<file path="src/rtl/gpu_vram_arbiter.sv">
// gpu_vram_arbiter: single-port framebuffer VRAM controller.
// Shares one RAM port between the CPU bus and the scanout prefetcher.
//
// Ports:
//   clk_bus, rst_n                     clock, async active-low reset
//   bus_read/bus_write/bus_address     CPU bus request (held until !bus_stall)
//   bus_data_i/bus_data_o/bus_stall    CPU bus data and wait handshake
//   fetch_req/fetch_addr/fetch_ack     scanout word request and grant
//   fetch_rvalid/fetch_rdata           scanout data, one cycle after grant
//   frame_start                        loads the pending scroll offset
//   vram_addr/vram_we/vram_wdata       RAM port, combinational from grant
//   vram_rdata                         RAM read data, one cycle latency
module gpu_vram_arbiter #(
  parameter int          FB_WORDS        = 15000,
  parameter int          STARVE_MAX      = 3,
  parameter logic [23:0] REG_OFFSET_ADDR = 24'h050000
) (
  input  logic        clk_bus,
  input  logic        rst_n,
  input  logic        bus_read,
  input  logic        bus_write,
  input  logic [23:0] bus_address,
  input  logic [31:0] bus_data_i,
  output logic        bus_stall,
  output logic [31:0] bus_data_o,
  input  logic        fetch_req,
  input  logic [13:0] fetch_addr,
  output logic        fetch_ack,
  output logic        fetch_rvalid,
  output logic [31:0] fetch_rdata,
  input  logic        frame_start,
  output logic [13:0] vram_addr,
  output logic        vram_we,
  output logic [31:0] vram_wdata,
  input  logic [31:0] vram_rdata
);

  localparam int CW = (STARVE_MAX < 1) ? 1 : $clog2(STARVE_MAX + 1);
  localparam logic [14:0]   FBW  = 15'(FB_WORDS);
  localparam logic [CW-1:0] SMAX = CW'(STARVE_MAX);

  typedef enum logic {IDLE, RD_DATA} state_t;
  typedef enum logic [1:0] {
    SRC_ZERO,
    SRC_VRAM,
    SRC_REG
  } src_t;

  state_t        state, state_nx;
  src_t          rd_src, rd_src_nx;
  logic [13:0]   pending_off, active_off;
  logic [CW-1:0] starve_cnt, starve_nx;
  logic [31:0]   data_q;
  logic          rvalid_q;
  logic [31:0]   rd_val;

  logic [13:0] bus_word;
  logic        vram_hit, reg_hit;
  logic        bus_req, vram_req;
  logic        starved, bus_grant, fetch_grant;
  logic [14:0] sum, phys;
  logic        unused_addr;

  assign bus_word    = bus_address[15:2];
  assign unused_addr = ^bus_address[1:0];
  assign vram_hit    = (bus_address[23:16] == 8'd0)
                    && ({1'b0, bus_word} < FBW);
  assign reg_hit     = (bus_address == REG_OFFSET_ADDR);

  // A request only counts as new in IDLE; in RD_DATA it is completing.
  assign bus_req  = rst_n && (bus_read || bus_write)
                 && (state == IDLE);
  assign vram_req = bus_req && vram_hit;
  assign starved  = (starve_cnt == SMAX);

  assign bus_grant   = vram_req && (!fetch_req || starved);
  assign fetch_grant = rst_n && fetch_req && !bus_grant;

  // Scroll translation with wrap at the end of the frame.
  assign sum  = {1'b0, fetch_addr} + {1'b0, active_off};
  assign phys = (sum >= FBW) ? (sum - FBW) : sum;

  assign vram_addr  = bus_grant   ? bus_word   :
                      fetch_grant ? phys[13:0] : 14'd0;
  assign vram_we    = bus_grant && bus_write;
  assign vram_wdata = bus_data_i;

  assign fetch_ack    = fetch_grant;
  assign fetch_rvalid = rvalid_q;
  assign fetch_rdata  = rvalid_q ? vram_rdata : 32'd0;

  always_comb begin
    state_nx   = state;
    rd_src_nx  = rd_src;
    starve_nx  = starve_cnt;
    bus_stall  = 1'b0;
    bus_data_o = data_q;
    rd_val     = 32'd0;
    unique case (state)
      IDLE: begin
        if (bus_req) begin
          if (bus_write) begin
            bus_stall = vram_hit && !bus_grant;
          end else begin
            bus_stall = 1'b1;
            // Non-VRAM reads never wait for the port.
            if (!vram_hit || bus_grant) begin
              state_nx  = RD_DATA;
              rd_src_nx = vram_hit ? SRC_VRAM :
                          reg_hit  ? SRC_REG  : SRC_ZERO;
            end
          end
        end
        if (!vram_req || bus_grant)
          starve_nx = '0;
        else if (fetch_grant && !starved)
          starve_nx = starve_cnt + 1'b1;
      end
      RD_DATA: begin
        state_nx  = IDLE;
        starve_nx = '0;
        unique case (1'b1)
          (rd_src == SRC_VRAM): rd_val = vram_rdata;
          (rd_src == SRC_REG):  rd_val = {18'd0, pending_off};
          default:              rd_val = 32'd0;
        endcase
        bus_data_o = rd_val;
      end
    endcase
  end

  always_ff @(posedge clk_bus or negedge rst_n) begin
    if (!rst_n) begin
      state       <= IDLE;
      rd_src      <= SRC_ZERO;
      starve_cnt  <= '0;
      pending_off <= 14'd0;
      active_off  <= 14'd0;
      data_q      <= 32'd0;
      rvalid_q    <= 1'b0;
    end else begin
      state      <= state_nx;
      rd_src     <= rd_src_nx;
      starve_cnt <= starve_nx;
      rvalid_q   <= fetch_grant;
      if (state == RD_DATA)
        data_q <= rd_val;
      if (bus_req && bus_write && reg_hit
          && (bus_data_i < 32'(FB_WORDS)))
        pending_off <= bus_data_i[13:0];
      // Old pending value wins over a same-cycle register write.
      if (frame_start)
        active_off <= pending_off;
    end
  end

endmodule

</file>
<file path="config.mk">
export PLATFORM = sky130hd
export DESIGN_NAME = gpu_vram_arbiter
export DESIGN_NICKNAME = d
export VERILOG_FILES = /design/src/rtl/gpu_vram_arbiter.sv
export SDC_FILE = /design/constraint.sdc
export NUM_CORES = 1
export LEC_CHECK = 0
export BUFFER_PORTS_ARGS = -buffer_cell sky130_fd_sc_hd__buf_2
export CORE_MARGIN = 3
export CORE_UTILIZATION = 43
export DETAILED_ROUTE_END_ITERATION = 16
export HOLD_SLACK_MARGIN = 0.1
export PLACE_DENSITY = 0.76
export SETUP_SLACK_MARGIN = 0.05
export SLEW_MARGIN = 20
export SYNTH_ARGS = -nofsm -noshare
export SYNTH_HDL_FRONTEND = slang
export SYNTH_SLANG_ARGS = --single-unit
</file>
<file path="constraint.sdc">
create_clock -name clk_bus -period 3.39 [get_ports clk_bus]
set_clock_uncertainty 0.2 [all_clocks]
set_input_delay 0.1695 -clock clk_bus [delete_from_list [all_inputs] [get_ports clk_bus]]
set_output_delay 0.1695 -clock clk_bus [all_outputs]
set_load 0.1 [all_outputs]
</file>
==> flow_summary.json, run 1 <==
{
  "setup_violations": 11,
  "die_h_um": 110.0,
  "die_area_um2": 12110,
  "crit_path_end_kind": "output port",
  "grt_pass1_vias": 5187,
  "outcome": "finished with violations",
  "fmax_mhz": 243.9,
  "vias_per_cell": 5.298,
  "place_hpwl_um": 12030,
  "cellPowerDensity_nw_per_um2": 312.4,
  "hold_class": "in2reg",
  "netlist_instances": 524,
  "p_leak_nw": 3.673,
  "core_um2": 10420,
  "htree_levels": 3,
  "grt_max_degree": 69,
  "io-pin-count": 222,
  "ir_drop_uv": 321.7,
  "grt.busiest_layer": "met2",
  "drv_slew": 0,
  "drc": 0,
  "syn2layout_area_growth_pct": 56.09,
  "synth-edff-count": 0,
  "p_comb_share_pct": 36.5,
  "dpl_cell_area_um2": 6329,
  "place.port_buffers": 221,
  "grt.overflow.total": 0,
  "syn_avg_cell_area_um2": 8.880,
  "p_seq_share_pct": 35.1,
  "vias": 5054,
  "p_int_w": 0.001417,
  "num_rows": 37,
  "numCtsBuffers": 9,
  "synth_ff_type": "dfrtp_1",
  "n_antenna_cell": 0,
  "met3_usage_pct": 5.882,
  "synthTopCellsByCount": "dfrtp_1, inv_1, nand2_1, and2_1, buf_4",
  "clk_latency_ns": 0.34,
  "slew_headroom_pct": 42.04,
  "initial_core_util_pct": 44.67,
  "cts_tree": "built",
  "ys_seq_area_share_pct": 35.49,
  "grt_util_met1_pct": 33.54,
  "gp_congestion": 0.8323,
  "critPathRequiredTime_ns": 3.02,
  "die_w_um": 110.0,
  "hold_violations": 0,
  "ys.warnings.count": 0,
  "synth_top_cell_by_area": "dfrtp_1",
  "critPathMaxFanout": 6,
  "cts_buffer_depth": 2,
  "synth_top_area_share_pct": 35.49,
  "finalNetCount": 942,
  "power_switching_w": 0.0008522,
  "fin_crit_ns": 4.100,
  "placedCellCount": 878,
  "crit_type": "reg2out",
  "final_area_um2": 7263,
  "finalCritPeriodShare_pct": 120.9,
  "finalWirelength_um": 16580,
  "synthesis.nets": 651,
  "synth_area_um2": 4653,
  "stdcell_count": 954,
  "finalSetupTns_ns": -7.122,
  "multi_input_area_um2": 2733,
  "yosys-top-cells-area": "dfrtp_1, mux2_2, buf_4",
  "timing.hold.ws_ns": 0.1150,
  "cap_violations": 0,
  "drt_iter0_markers": 325,
  "async_flop_share_pct": 100.0,
  "drt-wirelength-per-cell_um": 17.38,
  "p_clk_share_pct": 28.5,
  "clk_pin_slew_ns": 0.07,
  "track_usage_pct": 27.10,
  "switching_share_pct": 37.55,
  "finalWorstSetupSlack_ns": -0.7096,
  "critPathLaunchType": "flop",
  "ys_seq_elements": 66,
  "yosysMostFrequentCell": "dfrtp_1",
  "root_buffer": "clkbuf_8",
  "gr-usage-met2_pct": 46.36,
  "cts_sinks": 66,
  "drt-pass1-iter-count": 5,
  "rsz0062_at_grt": "true",
  "p_total_w": 0.002269,
  "drive_gt1_share_pct": 44.87,
  "n_fill_cell": 780,
  "ff_latch_area_um2": 1652,
  "grt_pass1_wl_um": 25660,
  "violations": "negative setup slack",
  "worstMarginPinSlew_ns": 0.8694,
  "cp.arrival_ns": 3.73,
  "postRouteAntennaNets": 0,
  "antenna_found_initial": 0,
  "synth_cell_types": 69
}
[metal layers]
layer  vias to the layer above  wire, um
met5                         -         0
met3                        29      1076
li1                       2430         -
met2                       208      8435
met4                         0       364
met1                      2387      6705
[power groups by stage]
stage | registers [W] | logic (W) | clock network [W]
after global placement | 0.000810 | 0.000743 | 0
final | 0.000795 | 0.000827 | 0.000646
after global routing | 0.000796 | 0.000866 | 0.000693
after detailed placement | 0.000810 | 0.000748 | 0
after CTS | 0.000795 | 0.000815 | 0.000659
after floorplan | 0.000810 | 0.000525 | 0
[metrics by stage]
stage / utilization (%) / setup slack [ns]
final: 69.73 / -0.7096
after global routing: 69.73 / -0.8859
after CTS: 69.26 / -0.7221
after detailed placement: 60.76 / -0.5016
after global placement: 60.72 / -0.3610
after floorplan: - / -0.7670
[state kept, by name, summed over array words and instances (netlist names)]
name / flops
rd_src: 2
active_off: 14
pending_off: 14
data_q: 32
starve_cnt: 2
state: 1
fetch_rvalid: 1
[worst paths after layout]
path / startpoint / endpoint / slack [ns] / depth (start not counted)
min reg2reg: data_q[26] / data_q[26] / 0.31 / 2
min: bus_data_i[28] / pending_off[12] / 0.12 / 5
max: active_off[0] / vram_addr[11] / -0.71 / 15
min in group asynchronous: rst_n / starve_cnt[1] / 0.49 / 3
max reg2reg: state / pending_off[1] / 0.96 / 8
max in group asynchronous: rst_n / data_q[9] / 1.95 / 3
[cell usage in the layout, fill, tap and decap left out, types with 4 or more instances in the layout]
| cell type | n |
|---|---|
| buf_6 | 5 |
| and3_1 | 5 |
| o22ai_1 | 15 |
| a22oi_1 | 14 |
| a21o_1 | 8 |
| nor4_1 | 9 |
| nand2b_1 | 4 |
| nor3_1 | 9 |
| buf_2 | 205 |
| buf_12 | 16 |
| o21ai_1 | 17 |
| dfrtp_1 | 66 |
| buf_4 | 58 |
| clkbuf_8 | 11 |
| nor2_1 | 21 |
| xor2_1 | 4 |
| inv_1 | 45 |
| nand4_1 | 11 |
| nand3_1 | 6 |
| xnor2_1 | 5 |
| o21ai_0 | 10 |
| dlygate4sd3_1 | 51 |
| mux2_2 | 27 |
| nand2_1 | 37 |
| ha_1 | 14 |
| and2_1 | 34 |
| a211oi_1 | 5 |
| a21oi_1 | 19 |
[worst max-delay path, cell delays in order, from the launching register on]
cell and delay, ns:
dfrtp_1 0.38, ha_2 0.18, fa_2 0.35, a21o_1 0.21
a21oi_2 0.19, xor2_2 0.16, inv_1 0.06, ha_2 0.17
or3b_4 0.39, o211a_1 0.25, o311ai_4 0.23, buf_6 0.17
buf_6 0.11, a21boi_2 0.06, o311ai_4 0.27, buf_12 0.21
[layout make-up]
type                            instances  share of cell area [%]
Tap cell                              136                   2.343
Inverter                               45                   2.326
Multi-Input combinational cell        358                   37.62
Clock inverter                          3                  0.5512
Timing Repair Buffer                  335                   32.33
Sequential cell                        66                   22.74
Clock buffer                           11                   2.084
[timing repair]
action	in CTS	in global routing
pin swaps	15	8
setup endpoints to repair	11	11
gates resized for setup	26	6
setup buffers	9	2
hold buffers	51	0
cloned	0	0
hold endpoints to repair	117	0
[kinds of logic after synthesis]
group                      after synthesis  synth area share, %
AOI/OAI and AO/OA                      132                19.41
xor gates and xnor gates                10                1.882
adders and majority gates               19                5.270
buffers and inverters                  100                11.11
DFF                                     66                35.49
muxes                                   30                7.179
and+or+nand+nor                        167                19.66
Power figures use the tool's default switching activity.
==> run 2, diff against run 1 <==
Settings changed: ABC_AREA set to 1, CORE_UTILIZATION 43 to 35, PLACE_DENSITY 0.76 to 0.62, SLEW_MARGIN 20 to unset.
==> run 2 against run 1 <==
Against the previous run:
- the run now ends clean
- sequential share of layout area shrank 0.48 points
- critical path depth grew 1
- sequential cell count is the same
- maximum frequency grew 26%
- setup slack gained 0.85 ns
- hold slack gained 0.0063 ns
- utilization shrank 17 points
- combinational power shrank 4.5%
- total power grew 11%
- first-iteration DRC count shrank 14%
- register-to-register slack gained 0.10 ns
- largest cell class unchanged
==> flow_summary.json, run 2 <==
{
  "outcome": "finished, final reports clean",
  "n_fill_cell": 1382,
  "grt_pass1_vias": 5174,
  "crit_path_end_kind": "output port",
  "synth_ff_type": "dfrtp_1",
  "drt-wirelength-per-cell_um": 14.23,
  "placedCellCount": 1090,
  "track_usage_pct": 19.28,
  "postRouteAntennaNets": 0,
  "cts_buffer_depth": 2,
  "finalCritPeriodShare_pct": 95.90,
  "fmax_mhz": 307.6,
  "antenna_found_initial": 0,
  "synth-edff-count": 0,
  "die_area_um2": 16210,
  "synth_top_cell_by_area": "dfrtp_1",
  "finalNetCount": 1097,
  "die_h_um": 127.3,
  "syn2layout_area_growth_pct": 44.07,
  "p_total_w": 0.002514,
  "yosys-top-cells-area": "dfrtp_1, nand2_1, inv_1",
  "ys_seq_area_share_pct": 32.07,
  "drc": 0,
  "core_um2": 14150,
  "root_buffer": "clkbuf_16",
  "stdcell_count": 1155,
  "drive_gt1_share_pct": 38.56,
  "clk_latency_ns": 0.33,
  "synthTopCellsByCount": "nand2_1, inv_1, dfrtp_1, nand3_1, buf_4",
  "initial_core_util_pct": 36.40,
  "grt_pass1_wl_um": 25230,
  "place_hpwl_um": 12770,
  "cts_sinks": 66,
  "worstMarginPinSlew_ns": 1.033,
  "ys_seq_elements": 66,
  "top_regs": "data_q: 32 flops, active_off: 14 flops, pending_off: 14 flops",
  "cp.arrival_ns": 2.88,
  "yosysMostFrequentCell": "nand2_1",
  "hold_class": "in2reg",
  "numCtsBuffers": 9,
  "critPathLaunchType": "flop",
  "synth_cell_types": 40,
  "multi_input_area_um2": 3018,
  "vias": 5466,
  "ff_latch_area_um2": 1652,
  "crit_type": "reg2out",
  "cap_violations": 0,
  "slew_headroom_pct": 31.10,
  "synth_top_area_share_pct": 32.07,
  "num_rows": 43,
  "top_register": "data_q",
  "cellPowerDensity_nw_per_um2": 338.9,
  "cts_tree": "built",
  "n_antenna_cell": 0,
  "die_w_um": 127.3,
  "io-pin-count": 222,
  "syn_avg_cell_area_um2": 6.997,
  "critPathMaxFanout": 7,
  "layout_commonest_cell": "nand2_1",
  "grt.overflow.total": 0,
  "drt-pass1-iter-count": 4,
  "drt_iter0_markers": 281,
  "clk_pin_slew_ns": 0.05,
  "ir_drop_uv": 290.9,
  "largest_reg_flops": 32,
  "fin_crit_ns": 3.251,
  "vias_per_cell": 4.732,
  "hold_violations": 0,
  "netlist_instances": 736,
  "async_flop_share_pct": 100.0,
  "synthesis.nets": 863,
  "drv_slew": 0,
  "setup_violations": 0,
  "ys.warnings.count": 0,
  "final_cell_mix": "nand2_1, buf_2, inv_1, dfrtp_1, nand3_1",
  "finalWirelength_um": 16430,
  "place.port_buffers": 221,
  "gp_congestion": 0.9356,
  "p_leak_nw": 4.244,
  "critPathRequiredTime_ns": 3.02,
  "htree_levels": 3,
  "rsz0062_at_grt": "true",
  "grt_max_degree": 68,
  "synth_area_um2": 5150
}
==> run 2: cell count changes after synthesis, sizes merged, moves of 7 or more <==
cell / previous run / this run
nand2: 37 / 269
inv: 45 / 115
nand3: 10 / 64
and2: 36 / 1
a22oi: 14 / 0
mux2: 27 / 13
o22ai: 15 / 2
nor2: 21 / 32
a21oi: 22 / 12
a22o: 3 / 13
a21o: 8 / 0
and3: 7 / 0
==> run 2: stage by stage <==
step | hold WS (ns) | TNS [ns] | setup slack (ns) | cell area (um^2) | utilization [%]
floorplan | -0.3261 | -11.42 | -0.5457 | 5175 | -
global placement | 0.2128 | 0 | 0.04214 | 6374 | 45.04
detailed placement | 0.2085 | -0.04154 | -0.03315 | 6374 | 45.04
CTS | 0.1107 | 0 | 0.03667 | 7142 | 50.47
global route | 0.1536 | -0.03663 | -0.03663 | 7420 | 52.44
finish | 0.1213 | 0 | 0.1390 | 7420 | 52.44
==> run 2: layer usage <==
metal  global-route usage, %  routed length, um
met1                   24.93               7268
met2                   33.32               8042
met3                   3.846                840
met4                   4.290                282
met5                       0                  0
==> run 2: final cells by class <==
class	instances	area share, %
Clock buffer	9	3.035
Clock inverter	7	1.029
Inverter	115	5.818
Multi-Input combinational cell	503	40.67
Sequential cell	66	22.26
Tap cell	180	3.035
Timing Repair Buffer	275	24.15
==> run 2: path summary, 6_finish.rpt <==
kind / start / to / slack [ns] / cells after the start
setup / recovery: active_off[0] / vram_addr[12] / 0.14 / 16
hold / removal: vram_rdata[0] / data_q[0] / 0.12 / 4
setup reg to reg: state / pending_off[4] / 1.06 / 9
hold reg to reg: data_q[20] / data_q[20] / 0.27 / 2
max in group asynchronous: rst_n / pending_off[11] / 1.94 / 3
min in group asynchronous: rst_n / starve_cnt[0] / 0.49 / 3
==> run 2: cells by family after synthesis <==
kind of cell | Yosys count | share of synthesized area (%)
multiplexers | 13 | 2.843
AND/OR/NAND/NOR | 405 | 36.76
adder cells (fa/ha/maj) | 19 | 4.762
buffers and inverters | 170 | 15.62
AO/OA/AOI/OAI | 55 | 6.584
XOR/XNOR | 8 | 1.361
flip-flops | 66 | 32.07
==> run 2: worst max-delay path: stages, from the launching register on <==
cell	delay, ns
dfrtp_1	0.40
ha_4	0.18
fa_2	0.37
nand3_2	0.11
nand3_1	0.14
nand2_4	0.13
ha_4	0.14
nand3b_1	0.14
nand3_2	0.11
nand2_4	0.12
nand2_8	0.08
nand3_4	0.14
nand2_2	0.06
nand2_1	0.06
nand2_1	0.07
nand2_2	0.11
buf_12	0.17
==> run 2: timing repair <==
| item | CTS | global route |
|---|---|---|
| buffers inserted | 2 | 7 |
| cloned | 2 | 1 |
| hold buffers | 37 | 0 |
| pin swaps | 3 | 19 |
| endpoints found under the hold margin | 105 | 0 |
| resized for setup | 11 | 43 |
| setup endpoints to repair | 11 | 11 |
==> run 2: power breakdown <==
group,internal (W),switching (W),total [W]
Clock,0.000573,0.000354,0.000927
Combinational,0.000214,0.000576,0.000790
Sequential,0.000790,0.00000651,0.000797
Total,0.00158,0.000937,0.00251
